## config.mk

```make
export PLATFORM = sky130hd
export DESIGN_NAME = vga_sync_ctrl
export DESIGN_NICKNAME = d
export VERILOG_FILES = /design/src/rtl/vga_timing_pkg.sv /design/src/rtl/sync_axis_cnt.sv /design/src/rtl/vga_sync_ctrl.sv
export SDC_FILE = /design/constraint.sdc
export NUM_CORES = 1
export LEC_CHECK = 0
export CORE_ASPECT_RATIO = 1.75
export CORE_UTILIZATION = 40
export DETAILED_ROUTE_END_ITERATION = 16
export GPL_TIMING_DRIVEN = 0
export PLACE_DENSITY_LB_ADDON = 0.05
export SKIP_CTS_REPAIR_TIMING = 1
export SLEW_MARGIN = 10
export SYNTH_ARGS = -nofsm -noshare
export SYNTH_HDL_FRONTEND = slang
export SYNTH_HIERARCHICAL = 1
export SYNTH_SLANG_ARGS = --single-unit
```

## constraint.sdc

```tcl
create_clock -name CLK_NX -period 2.6 [get_ports CLK_NX]
set_input_delay 0.52 -clock CLK_NX [delete_from_list [all_inputs] [get_ports CLK_NX]]
set_output_delay 0.52 -clock CLK_NX [all_outputs]
set_load 0.05 [all_outputs]
```

## src/rtl/vga_timing_pkg.sv

```systemverilog
// Shared 640x480@60 Hz timing constants and the coordinate type used by the
// sync counters and the pixel logic downstream.
package vga_timing_pkg;

  localparam int H_VIS  = 640;
  localparam int H_FP   = 16;
  localparam int H_SYNC = 96;
  localparam int H_BP   = 48;
  localparam int V_VIS  = 480;
  localparam int V_FP   = 10;
  localparam int V_SYNC = 2;
  localparam int V_BP   = 33;

  localparam int H_TOTAL = H_VIS + H_FP + H_SYNC + H_BP;
  localparam int V_TOTAL = V_VIS + V_FP + V_SYNC + V_BP;

  localparam int H_SYNC_START = H_VIS + H_FP;
  localparam int H_SYNC_END   = H_SYNC_START + H_SYNC;
  localparam int V_SYNC_START = V_VIS + V_FP;
  localparam int V_SYNC_END   = V_SYNC_START + V_SYNC;

  localparam int BLINK_FRAMES = 15;

  typedef logic [9:0] coord_t;

endpackage

```

## src/rtl/sync_axis_cnt.sv

```systemverilog
// One timing axis: wrapping position counter with registered sync and
// visible decodes that always describe the count being loaded.
module sync_axis_cnt
  import vga_timing_pkg::*;
#(
  parameter int VIS  = H_VIS,
  parameter int FP   = H_FP,
  parameter int SYNC = H_SYNC,
  parameter int BP   = H_BP
) (
  input  logic   CLK_NX,
  input  logic   reset,
  input  logic   en,
  output logic   wrap,
  output coord_t count,
  output logic   sync,
  output logic   visible
);

  localparam coord_t LAST       = coord_t'(VIS + FP + SYNC + BP - 1);
  localparam coord_t SYNC_START = coord_t'(VIS + FP);
  localparam coord_t SYNC_END   = coord_t'(VIS + FP + SYNC);
  localparam coord_t VIS_END    = coord_t'(VIS);

  coord_t count_reg;
  coord_t count_next;
  logic   sync_reg;
  logic   visible_reg;

  // wrap means "the next enabled step returns to zero"; the other axis and
  // the frame logic qualify it with their own enable.
  assign wrap       = (count_reg == LAST);
  assign count_next = wrap ? '0 : count_reg + coord_t'(1);

  always_ff @(posedge CLK_NX) begin
    if (reset) begin
      count_reg   <= '0;
      sync_reg    <= 1'b1;
      visible_reg <= 1'b1;
    end else if (en) begin
      count_reg   <= count_next;
      sync_reg    <= !((count_next >= SYNC_START) && (count_next < SYNC_END));
      visible_reg <= (count_next < VIS_END);
    end
  end

  assign count   = count_reg;
  assign sync    = sync_reg;
  assign visible = visible_reg;

endmodule

```

## src/rtl/vga_sync_ctrl.sv

```systemverilog
// VGA raster sequencer: horizontal and vertical axis counters advanced by the
// pixel strobe, plus a frame counter that derives the alarm blink phase.
module vga_sync_ctrl
  import vga_timing_pkg::*;
#(
  parameter int H_VIS        = vga_timing_pkg::H_VIS,
  parameter int H_FP         = vga_timing_pkg::H_FP,
  parameter int H_SYNC       = vga_timing_pkg::H_SYNC,
  parameter int H_BP         = vga_timing_pkg::H_BP,
  parameter int V_VIS        = vga_timing_pkg::V_VIS,
  parameter int V_FP         = vga_timing_pkg::V_FP,
  parameter int V_SYNC       = vga_timing_pkg::V_SYNC,
  parameter int V_BP         = vga_timing_pkg::V_BP,
  parameter int BLINK_FRAMES = vga_timing_pkg::BLINK_FRAMES
) (
  input  logic   CLK_NX,
  input  logic   reset,
  input  logic   pix_en,
  input  logic   blink_en,
  output logic   hsync,
  output logic   vsync,
  output logic   video_on,
  output coord_t pixel_x,
  output coord_t pixel_y,
  output logic   frame_tick,
  output logic   blink
);

  localparam logic [3:0] BLINK_LAST = 4'(BLINK_FRAMES - 1);

  logic h_wrap, v_wrap, v_en, frame_wrap;
  logic h_vis, v_vis;

  logic [3:0] frame_cnt_reg;
  logic       phase_reg;
  logic       frame_tick_reg;

  sync_axis_cnt #(.VIS(H_VIS), .FP(H_FP), .SYNC(H_SYNC), .BP(H_BP)) u_h_axis (
    .CLK_NX  (CLK_NX),
    .reset   (reset),
    .en      (pix_en),
    .wrap    (h_wrap),
    .count   (pixel_x),
    .sync    (hsync),
    .visible (h_vis)
  );

  assign v_en = pix_en & h_wrap;

  sync_axis_cnt #(.VIS(V_VIS), .FP(V_FP), .SYNC(V_SYNC), .BP(V_BP)) u_v_axis (
    .CLK_NX  (CLK_NX),
    .reset   (reset),
    .en      (v_en),
    .wrap    (v_wrap),
    .count   (pixel_y),
    .sync    (vsync),
    .visible (v_vis)
  );

  assign frame_wrap = v_en & v_wrap;

  // frame_tick is registered from the same qualified wrap that zeroes both
  // counters, so it lands on the edge that shows (0,0).
  always_ff @(posedge CLK_NX) begin
    if (reset) begin
      frame_cnt_reg  <= '0;
      phase_reg      <= 1'b0;
      frame_tick_reg <= 1'b0;
    end else begin
      frame_tick_reg <= frame_wrap;
      if (frame_wrap) begin
        if (frame_cnt_reg == BLINK_LAST) begin
          frame_cnt_reg <= '0;
          phase_reg     <= ~phase_reg;
        end else begin
          frame_cnt_reg <= frame_cnt_reg + 4'd1;
        end
      end
    end
  end

  assign video_on   = h_vis & v_vis;
  assign frame_tick = frame_tick_reg;
  assign blink      = phase_reg | ~blink_en;

endmodule

```

==> After elaboration in Yosys (flattened, before gate mapping) <==
Cells that the tools add are included.
{ "totals": {"regBits": 30, "latchBits": 0, "ram_bits": 0, "mem_bits_ro": 0, "output_inout_bits": 25, "word_cells": 35, "n_memories": 0} }
{ "op_classes": {"n_addsub": 3, "multipliers": 0, "n_div": 0, "order_cmp": 6, "eq_ne": 3, "n_shift": 0, "muxes": 3, "bitwise_logic": 6, "reduce_logical": 5} }
{ "op_table": {"columns": ["op", "n"], "rows": [
  ["$add 10x1->10 const B", 2],
  ["$eq 10x10->1 const B", 2],
  ["$lt 10x10->1 const B", 2],
  ["$lt 10x9->1 const B", 2],
  ["$mux 10", 2],
  ["$ge 10x10->1 const B", 1],
  ["$ge 10x9->1 const B", 1],
  ["$add 4x1->4 const B", 1],
  ["$eq 4x4->1 const B", 1],
  ["$mux 4", 1],
  ["$and 1x1->1", 3],
  ["$logic_and 1x1->1", 2],
  ["$logic_not 1->1", 2],
  ["$not 1->1", 2],
  ["$reduce_and 2->1", 1],
  ["$or 1x1->1", 1]
]} }

==> Depth between registers and ports, before layout <==
Gate-level depths: netlist (run 1).
{ "depth": {"ltp_word": 5, "mapped_depth": 10} }

==> Hierarchy <==
Netlist (run 1), hierarchy kept.
{ "by_module_without_submodules": {"columns": ["module", "n_inst", "cells_per_inst", "area_each_um2", "seq_area_each_um2"], "rows": [
  ["sync_axis_cnt at u_v_axis", 1, 88, 759.5, 240.2],
  ["sync_axis_cnt at u_h_axis", 1, 89, 748.2, 240.2],
  ["vga_sync_ctrl", 1, 33, 284.0, 120.1]
]} }

==> Worst setup path before layout (run 1) <==
Ideal clock, no wire load.
{ "synth_timing": {"path_type": "flip-flop to flip-flop", "startpoint": "register u_h_axis.count_reg[0] (netlist: u_h_axis/count[0])", "endpoint": "register u_v_axis.sync_reg (netlist: u_v_axis/sync)", "setup_time_ns": 0.127, "arrival_ns": 2.639, "required_ns": 2.473, "slack_ns": -0.165, "path_stages_with_launch": 10, "path_buffers": 2, "synth_period_minus_slack_ns": 2.765, "path_cell_list": "dfxtp_1 ha_1 and4_4 buf_6 and3_4 and2_1 clkdlybuf4s50_2 o211ai_1 nor4_1 a31oi_1"} }
{ "synth_via": {"elab_chain_len": 2} }
{ "synth_rtl": {"columns": ["item", "line_no", "rtl"], "rows": [
  ["start: declaration", "sync_axis_cnt.sv:25", "coord_t count_reg;"],
  ["start signal: assignment", "sync_axis_cnt.sv:41", "count_reg <= count_next;"],
  ["$eq 10x10->1", "sync_axis_cnt.sv:32", "assign wrap = (count_reg == LAST);"],
  ["named net h_wrap", "vga_sync_ctrl.sv:31", "logic h_wrap, v_wrap, v_en, frame_wrap;"],
  ["$and 1x1->1", "vga_sync_ctrl.sv:48", "assign v_en = pix_en & h_wrap;"],
  ["named net v_en", "vga_sync_ctrl.sv:31", null],
  ["end signal: assignment", "sync_axis_cnt.sv:42", "sync_reg <= !((count_next >= SYNC_START) && (count_next < SYNC_END));"],
  ["end: declaration", "sync_axis_cnt.sv:27", "logic sync_reg;"]
]} }
The timed path passes the listed nets, and every way through them passes these cells.
A chain may end at the register's enable or synchronous reset.

==> Final worst setup path (run 1) <==
{ "layout_timing": {"startpoint": "register u_v_axis.count_reg[6] (netlist: u_v_axis/count[6])", "endpoint": "register phase_reg"} }
{ "layout_via": {"elab_chain_len": 3} }
{ "layout_rtl": {"columns": ["item", "line_no", "rtl"], "rows": [
  ["start: declaration", "sync_axis_cnt.sv:25", null],
  ["start signal: assignment", "sync_axis_cnt.sv:41", null],
  ["$eq 10x10->1", "sync_axis_cnt.sv:32", null],
  ["named net v_wrap", "vga_sync_ctrl.sv:31", null],
  ["$and 1x1->1", "vga_sync_ctrl.sv:60", "assign frame_wrap = v_en & v_wrap;"],
  ["$reduce_and 2->1 (no source line)", null, null],
  ["end signal: assignment", "vga_sync_ctrl.sv:74", "phase_reg <= ~phase_reg;"],
  ["end: declaration", "vga_sync_ctrl.sv:35", "logic phase_reg;"]
]} }
The timed path passes the listed nets, and every way through them passes these cells.

==> results of run 1 <==
## logic make-up (layout without fill, tap and decap cells)
kind of cell	count (synthesis)	in the layout	synth area share
AOI/OAI and AO/OA	42	42	0.145
xor gates and xnor gates	14	14	0.0684
adders and majority gates	5	5	0.0349
buffers and inverters	23	58	0.0796
DFF	30	30	0.335
muxes	5	5	0.0293
and+or+nand+nor	91	91	0.307
## Yosys cell counts (all sizes together) (2+ instances only)
| cell | count | area [µm²] |
|---|---|---|
| nor3 | 6 | 30.0 |
| nand4 | 9 | 56.3 |
| xor2 | 7 | 61.3 |
| a31oi | 5 | 31.3 |
| xnor2 | 7 | 61.3 |
| mux2i | 3 | 30.0 |
| or4 | 3 | 22.5 |
| a21oi | 12 | 60.1 |
| dfxtp | 30 | 601 |
| inv | 10 | 37.5 |
| o211ai | 3 | 22.5 |
| and4 | 3 | 28.8 |
| o211a | 2 | 20.0 |
| clkbuf | 6 | 33.8 |
| nor4 | 3 | 33.8 |
| and3 | 8 | 61.3 |
| buf | 6 | 60.1 |
| ha | 5 | 62.6 |
| nand4b | 2 | 17.5 |
| nand3 | 11 | 55.1 |
| o21ai | 13 | 65.1 |
| and2 | 4 | 25.0 |
| mux2 | 2 | 22.5 |
| nor2 | 21 | 78.8 |
| nand3b | 4 | 30.0 |
| nand2 | 11 | 43.8 |
## layout make-up
type,instances,area (µm²)
Timing Repair Buffer,28,280
Buffer,12,93.8
Multi-Input combinational cell,157,1050
Inverter,10,37.5
Sequential cell,30,603
Fill cell,416,1960
Clock inverter,2,60.1
Clock buffer,6,82.6
Tap cell,49,61.3
## worst register-to-register path, stage by stage (launching register included)
cell	delay [ns]
dfxtp_1	0.39
or4b_4	0.61
nor4_4	0.47
nand4_1	0.25
or4_1	0.44
a21oi_1	0.14
## through the flow
step / std cells / power, W / TNS [ns]
finish: 294 / 0.00112 / 0
global route: 294 / 0.00117 / 0
CTS: 295 / 0.00114 / 0
detailed placement: 287 / 0.000543 / -0.101
global placement: 287 / 0.000543 / -0.102
floorplan: 210 / 0.000517 / 0
## power by group through the flow
stage,Clock [W],Sequential (W),Combinational (W)
3_5_place_dp,0,0.000480,0.0000626
6_report,0.000586,0.000469,0.0000620
3_3_place_gp,0,0.000480,0.0000626
4_1_cts,0.000610,0.000469,0.0000627
5_1_grt,0.000633,0.000470,0.0000674
2_1_floorplan,0,0.000491,0.0000258
## path summary, 6_finish.rpt
| path | start | endpoint | slack (ns) | cells past startpoint |
|---|---|---|---|---|
| worst min-delay path | phase_reg | phase_reg | 0.48 | 2 |
| worst max-delay path | u_v_axis/count[6] | phase_reg | 0.23 | 5 |
| worst min register to register | phase_reg | phase_reg | 0.48 | 2 |
| worst max register to register | u_v_axis/count[6] | phase_reg | 0.23 | 5 |
## routing by layer
metal / wire length, µm / share of wire / global-route usage / vias to the layer above
met5: 0 / 0 / 0 / -
met4: 89 / 0.021 / 0.103 / 0
met3: 102 / 0.024 / 0.0387 / 8
met2: 2340 / 0.56 / 0.343 / 31
met1: 1660 / 0.40 / 0.194 / 779
li1: - / - / - / 827
==> qor.yml, run 1 <==
floorplanning:
  rows: 31
  fp.dieH_um: 90.5
  die_x_um: 52.6
  ios: 29
  initial_utilization: 0.424
  core_area_um2: 4230
  fp.dieArea_um2: 4760
synthesis:
  ys_warn_count: 6
  syn-num-nets: 219
  syn-cell-area_um2: 1790
  synth_area_per_cell_um2: 8.53
  syn_inst: 210
  seq_area_frac_synth: 0.335
  synth_cell_type_count: 49
  synth_flop_cell: "dfxtp_1"
  ys_ff_latch: 30
  synth-edff-count: 0
  ys_async_sr_fraction: 0
detailed_routing:
  drt-initial-drc-count: 29
  routed_via_density: 5.60
  finalWirelength_um: 4190
  num_vias: 1645
  drc: 0
  drtPass1Iterations: 4
  wire_per_inst_um: 14.3
  ant_nets: 0
placed_design:
  gp_congestion: 0.793
  place_ws_ns: -0.0731
  dp_hpwl_um: 3070
  numPortBuffers: 28
  place_area_um2: 2140
power_and_ir_drop:
  power_leakage_nw: 0.809
  p_per_area_nw_per_um2: 492
  ir_worst_vdd_v: 0.000374
  swShare: 0.199
  pwr-share-clk: 0.524
  p_int_w: 0.000895
  share_comb_of_total_power: 0.055
  seqPwrFrac: 0.420
  p_sw_w: 0.000223
worst_setup_path:
  end_kind: "flop"
  crit_path_start_kind: "flop"
  cp_slowest_cell: "or4b_4"
  crit_required_ns: 2.80
  arrival_ns: 2.57
  cp_max_fo: 9
  path_buf_inv: 0
  crit_chain: "or4b_4 > nor4_4 > nand4_1 > or4_1 > a21oi_1"
  worstSetupPathType: "flop to flop"
  worst_path_largest_cell_delay_ns: 0.61
  cp_top_family: "simple AND/OR/NAND/NOR gates"
run:
  maxCapViolCount: 0
cts:
  cts.sinks: 30
  cts.clk_slew.worst_paths_ns: 0.07
  cts_tree: "built"
  htreeDepth: 2
  clockRootBuffer: "clkbuf_8"
  insertion_delay_ns: 0.28
  clock_path_buffers: 2
  cts_inserted_buffers: 5
finish:
  drive_gt1_frac: 0.122
  antenna-diode-count: 0
  postLayoutCellArea_um2: 2270
  syn_to_final_growth_pct: 26.7
  layout.nets: 253
  fin_util: 0.537
  final_cell_mix: "dfxtp_1, clkdlybuf4s50_1, nor2_1, a21oi_1, o21ai_0"
sta:
  fin_worst_skew_ns: 0.00540
  maxSlewHeadroom: 0.664
  hold_violations: 0
  final-max-slew-violation-count: 0
  rsz0062_at_grt: "no"
  fmax_mhz: 422
  min_period_over_period: 0.912
  setup_viol: 0
  period_minus_slack_ns: 2.37
  fin_ws_ns: 0.229
  tightest_slew_ns: 0.500
  holdWs_ns: 0.478
grt:
  groute.usage.overall: 0.192
  grt_max_degree: 13
  grt_pass1_vias: 1520
  antenna_found_initial: 0
  overflow: 0
  grt_pass1_wl_um: 6860
hold_path:
  hold_class: "flop to flop"
outcome:
  status: "finished clean"
No activity file was read; power rests on OpenSTA's default activity.
==> inputs of run 2 (changes only) <==
--- a/config.mk
+++ b/config.mk
@@ -7,6 +7,7 @@
 export LEC_CHECK = 0
 export CORE_ASPECT_RATIO = 1.75
 export CORE_UTILIZATION = 40
+export CTS_CLUSTER_DIAMETER = 200
 export DETAILED_ROUTE_END_ITERATION = 16
 export GPL_TIMING_DRIVEN = 0
 export PLACE_DENSITY_LB_ADDON = 0.05
==> results of run 2 <==
Same layout as run 1: the final DEF is identical, and so are final timing and power.
==> inputs of run 3 (changes only) <==
--- a/config.mk
+++ b/config.mk
@@ -11,7 +11,6 @@
 export DETAILED_ROUTE_END_ITERATION = 16
 export GPL_TIMING_DRIVEN = 0
 export PLACE_DENSITY_LB_ADDON = 0.05
-export SKIP_CTS_REPAIR_TIMING = 1
 export SLEW_MARGIN = 10
 export SYNTH_ARGS = -nofsm -noshare
 export SYNTH_HDL_FRONTEND = slang
==> results of run 3 <==
Same layout as run 1: the final DEF is identical, and so are final timing and power.
